### src/rtl/prog_loader.sv
// Boot loader: assembles UART bytes into words and writes instruction memory.
// Optional PROG_LOADER_CHECKSUM_EN adds a trailing XOR checksum byte check.
module prog_loader #(
    parameter int               WIDTH     = 32,
    parameter int               ADDR_W    = 10,
    parameter logic [WIDTH-1:0] HALT_WORD = 32'hFFFF_FFFF,
    parameter logic [7:0]       CMD_LOAD  = 8'h4C
) (
    input  logic              clk,
    input  logic              reset,
    input  logic [7:0]        rx_data,
    input  logic              rx_done,
    output logic              imem_we,
    output logic [ADDR_W-1:0] imem_addr,
    output logic [WIDTH-1:0]  imem_wdata,
    output logic              cpu_stop,
    output logic              pc_reset,
    output logic              load_done,
    output logic              load_ovf,
    output logic [ADDR_W:0]   word_count
`ifdef PROG_LOADER_CHECKSUM_EN
    ,
    output logic              load_err
`endif
);

`ifdef PROG_LOADER_CHECKSUM_EN
    typedef enum logic [2:0] {
        S_IDLE, S_RECV, S_WRITE, S_DONE, S_CKSUM
    } state_t;
`else
    typedef enum logic [1:0] {
        S_IDLE, S_RECV, S_WRITE, S_DONE
    } state_t;
`endif

    localparam logic [ADDR_W-1:0] ADDR_ONE = 1;
    localparam logic [ADDR_W:0]   CNT_ONE  = 1;

    state_t            r_state;
    state_t            w_next;
    logic [1:0]        r_idx;
    logic [ADDR_W-1:0] r_addr;
    logic [WIDTH-1:0]  r_acc;
    logic [ADDR_W:0]   r_count;
    logic              r_done;
    logic              r_ovf;
    logic              w_cmd;
    logic              w_take;
    logic              w_last;
    logic              w_halt;
`ifdef PROG_LOADER_CHECKSUM_EN
    logic [7:0]        r_xor;
    logic              r_err;
    logic              w_bad;
`endif

    assign w_last = &r_addr;
    assign w_halt = (r_acc == HALT_WORD);

    always_ff @(posedge clk) begin
        if (!reset) r_state <= S_IDLE;
        else        r_state <= w_next;
    end

    always_comb begin
        w_next   = r_state;
        imem_we  = 1'b0;
        cpu_stop = 1'b0;
        pc_reset = 1'b0;
        w_cmd    = 1'b0;
        w_take   = 1'b0;
`ifdef PROG_LOADER_CHECKSUM_EN
        w_bad    = 1'b0;
`endif
        unique case (r_state)
            S_IDLE: begin
                if (rx_done && rx_data == CMD_LOAD) begin
                    w_cmd  = 1'b1;
                    w_next = S_RECV;
                end
            end
            S_RECV: begin
                cpu_stop = 1'b1;
                w_take   = rx_done;
                if (rx_done && r_idx == 2'd3) w_next = S_WRITE;
            end
            S_WRITE: begin
                imem_we  = 1'b1;
                cpu_stop = 1'b1;
                if (w_halt) begin
`ifdef PROG_LOADER_CHECKSUM_EN
                    w_next = S_CKSUM;
`else
                    w_next = S_DONE;
`endif
                end else if (w_last) begin
                    w_next = S_DONE;
                end else begin
                    // a byte landing here starts the next word
                    w_next = S_RECV;
                    w_take = rx_done;
                end
            end
            S_DONE: begin
                cpu_stop = 1'b1;
                pc_reset = 1'b1;
                w_next   = S_IDLE;
            end
`ifdef PROG_LOADER_CHECKSUM_EN
            S_CKSUM: begin
                cpu_stop = 1'b1;
                if (rx_done) begin
                    if (rx_data == r_xor) begin
                        w_next = S_DONE;
                    end else begin
                        w_bad  = 1'b1;
                        w_next = S_IDLE;
                    end
                end
            end
`endif
            default: w_next = S_IDLE;
        endcase
    end

    always_ff @(posedge clk) begin
        if (!reset) begin
            r_idx   <= '0;
            r_addr  <= '0;
            r_acc   <= '0;
            r_count <= '0;
            r_done  <= 1'b0;
            r_ovf   <= 1'b0;
`ifdef PROG_LOADER_CHECKSUM_EN
            r_xor   <= '0;
            r_err   <= 1'b0;
`endif
        end else begin
            if (w_cmd) begin
                r_idx   <= '0;
                r_addr  <= '0;
                r_count <= '0;
                r_done  <= 1'b0;
                r_ovf   <= 1'b0;
`ifdef PROG_LOADER_CHECKSUM_EN
                r_xor   <= '0;
                r_err   <= 1'b0;
`endif
            end
            if (w_take) begin
                r_acc[{r_idx, 3'b000} +: 8] <= rx_data;
                r_idx <= r_idx + 2'd1;
`ifdef PROG_LOADER_CHECKSUM_EN
                r_xor <= r_xor ^ rx_data;
`endif
            end
            if (imem_we) begin
                r_count <= r_count + CNT_ONE;
                // the last address saturates; a halt there is not overflow
                if (!w_last)     r_addr <= r_addr + ADDR_ONE;
                else if (!w_halt) r_ovf <= 1'b1;
            end
            if (pc_reset) r_done <= 1'b1;
`ifdef PROG_LOADER_CHECKSUM_EN
            if (w_bad) r_err <= 1'b1;
`endif
        end
    end

    assign imem_addr  = r_addr;
    assign imem_wdata = r_acc;
    assign word_count = r_count;
    assign load_done  = r_done;
    assign load_ovf   = r_ovf;
`ifdef PROG_LOADER_CHECKSUM_EN
    assign load_err   = r_err;
`endif

endmodule
### config.mk
export PLATFORM = sky130hd
export DESIGN_NAME = prog_loader
export DESIGN_NICKNAME = d
export VERILOG_FILES = /design/src/rtl/prog_loader.sv
export SDC_FILE = /design/constraint.sdc
export NUM_CORES = 1
export LEC_CHECK = 0
export ABC_AREA = 1
export CAP_MARGIN = 20
export CORE_MARGIN = 1.5
export CORE_UTILIZATION = 30
export DETAILED_ROUTE_END_ITERATION = 12
export PLACE_DENSITY = 0.56
export RECOVER_POWER = 50
export SYNTH_ARGS = -nofsm -noshare
export SYNTH_HDL_FRONTEND = slang
export SYNTH_SLANG_ARGS = --single-unit
### constraint.sdc
create_clock -name clk -period 4.44 [get_ports clk]
set_clock_uncertainty 0.2 [all_clocks]
set_input_delay 0.888 -clock clk [delete_from_list [all_inputs] [get_ports clk]]
set_output_delay 0.888 -clock clk [all_outputs]
set_load 0.01 [all_outputs]
==> results.py <==
metrics = {
    "placed_design": {
        "dpl.hpwl_um": 6070,
        "globalplace.congestion": 0.832,
        "io_buffers": 68,
        "dp_cells": 681,
    },
    "pwr": {
        "power.leakage_nw": 1.74,
        "p_per_area_nw_per_um2": 276,
        "peakVddDrop_mv": 0.134,
    },
    "floorplanning": {
        "initial_core_util_pct": 31.0,
        "die_x_um": 107,
        "pin_count": 69,
        "dieArea_um2": 11400,
        "std_cell_rows": 37,
        "core_um2": 10400,
        "die-height_um": 107,
    },
    "timing": {
        "fin_tns_setup_ns": 0,
        "hold_viol_final": 0,
        "relSlewSlack_pct": 46.2,
        "setup_violations": 0,
        "slew_viol_final": 0,
        "period_needed_ns": 3.01,
        "max_freq_mhz": 332,
        "tightest_slew_ns": 0.806,
        "final.period_utilization_pct": 67.8,
        "rsz0062_at_grt": "false",
    },
    "global_route": {
        "grt_max_degree": 39,
        "grt_overflow": 0,
        "first_global_vias": 2946,
        "grt_first_pass_wirelength_um": 14200,
        "antenna_found_initial": 0,
        "grt_usage_pct": 15.6,
    },
    "clocking": {
        "post_cts_buffers": 0,
        "cts_buffer_depth": 2,
        "cts_tree": "done",
        "insertion_delay_ns": 0.34,
        "cts_root_buffer": "clkbuf_8",
        "numCtsBuffers": 9,
        "cts_hold_buf": 0,
        "clkTransAtPathRegs_ns": 0.07,
        "cts_sinks": 59,
        "cts_resized": 0,
        "htreeDepth": 3,
    },
    "layout": {
        "final_cell_mix": "nand2_1, inv_1, dfxtp_1, nor2_1, dlygate4sd3_1",
        "area_delta_synth_final_pct": 29.0,
        "seqCellArea_um2": 1180,
        "final_common_cell": "nand2_1",
        "drive_above_1_share_pct": 4.29,
        "final_nets": 578,
        "instances_no_fill": 696,
        "multi_input_area_um2": 1690,
        "fillers": 1121,
        "antenna_cells": 0,
    },
    "routing": {
        "first_pass_iters": 5,
        "wirelength_um": 8730,
        "wire_per_inst_um": 12.5,
        "vias": 3266,
        "drt-vias-per-instance": 4.69,
        "dr.first_iter.drc_count": 138,
        "drc": 0,
        "ant_nets": 0,
    },
    "critical_path": {
        "cp.arrival_ns": 1.92,
        "cp-end-kind": "output port",
        "critPathRequiredTime_ns": 3.35,
        "start_kind": "flip-flop",
        "worst-setup-path-type": "flip-flop to output port",
        "critPathMaxFanout": 14,
    },
    "synth": {
        "yosys.area.top_type_share_pct": 36.7,
        "ys_seq_area_share_pct": 36.7,
        "avgSynthCellArea_um2": 6.54,
        "yosys_warnings": 0,
        "syn_area_um2": 3220,
        "ys_seq_elements": 59,
        "synthesis.nets": 514,
        "yosysTopAreaCell": "dfxtp_1",
        "ys_types": 29,
        "yosys-top-cells-area": "dfxtp_1, nand2_1, a21oi_1, inv_1, nor2_1",
        "syn_inst": 492,
    },
    "min_path": {
        "hold_path_class": "flip-flop to flip-flop",
    },
    "outcome": {
        "outcome": "complete, no violations",
    },
    "job": {
        "cap_violations": 0,
    },
}
-- per-layer routing --
metal  routed length (µm)  GRT usage, %  vias to the layer above  part of all wire [%]
met3                  488          3.47                       13                   5.6
li1                     -             -                     1701                     -
met1                 4170          20.6                     1447                    48
met5                    0             0                        -                     0
met2                 3910          24.6                      105                    45
met4                  161          6.19                        0                   1.8
-- worst max-delay path: stages (launching register included) --
cell	delay, ns
dfxtp_1	0.35
inv_1	0.10
ha_1	0.49
clkdlybuf4s50_1	0.64
-- final cells by class --
type                            count  share of cell area, %
Clock buffer                       12                   3.50
Clock inverter                      3                  0.362
Tap cell                          136                   4.10
Multi-Input combinational cell    347                   40.7
Inverter                           70                   6.33
Timing Repair Buffer               69                   16.6
Sequential cell                    59                   28.5
-- kinds of logic after synthesis --
logic type,after synthesis,share of synthesized area (%)
compound gates,66,10.5
xor+xnor,4,1.09
fa+ha+maj,11,4.28
buf+inv,86,10.8
flops,59,36.7
simple gates,266,36.7
-- flip-flops by register name, summed over array words and instances, names as in the netlist --
signal / flops
imem_wdata: 32
load_done: 1
load_ovf: 1
r_state: 2
word_count: 11
imem_addr: 10
r_idx: 2
-- where the power goes --
group	leakage [nW]	total, W	internal (W)	switching (W)
logic	1.18	0.000169	0.0000500	0.000119
registers	0.475	0.000550	0.000538	0.0000118
clock network	0.0860	0.000428	0.000212	0.000215
total	1.74	0.00115	0.000801	0.000346
-- synthesized netlist by cell type --
master,instances
ha_1,11
nand2_4,1
clkbuf_1,8
nand3_2,5
nand3b_1,1
a21oi_1,51
nand3_1,20
buf_2,2
nor2_4,1
buf_1,2
a211oi_1,1
o21ai_0,12
buf_4,2
inv_2,1
nand4_2,1
nand3_4,1
nand4_1,25
nor2_1,58
xnor2_1,1
a31oi_1,1
nand2_1,142
buf_6,2
inv_1,68
nor4_1,6
nor3_1,5
xor2_1,3
dfxtp_1,59
clkinv_1,1
o21bai_1,1
-- metrics by stage --
stage	hold WS [ns]	setup slack, ns	instance area [µm²]	total power [W]	utilization, %
global route	0.311	1.32	4150	0.00119	40.0
finish	0.285	1.43	4150	0.00115	40.0
global placement	0.271	1.40	3990	0.000727	38.5
CTS	0.293	1.41	4150	0.00116	40.0
detailed placement	0.279	1.36	3990	0.000731	38.5
floorplan	0.289	2.40	3220	0.000680	-
-- worst paths after layout --
path                  start        endpoint  slack [ns]  cells past startpoint
max reg2reg        r_idx[0]  imem_wdata[18]        1.75                      8
max              r_state[0]         imem_we        1.43                      3
min          imem_wdata[19]  imem_wdata[19]        0.28                      2
min reg2reg  imem_wdata[19]  imem_wdata[19]        0.28                      2
Power figures use the tool's default switching activity.
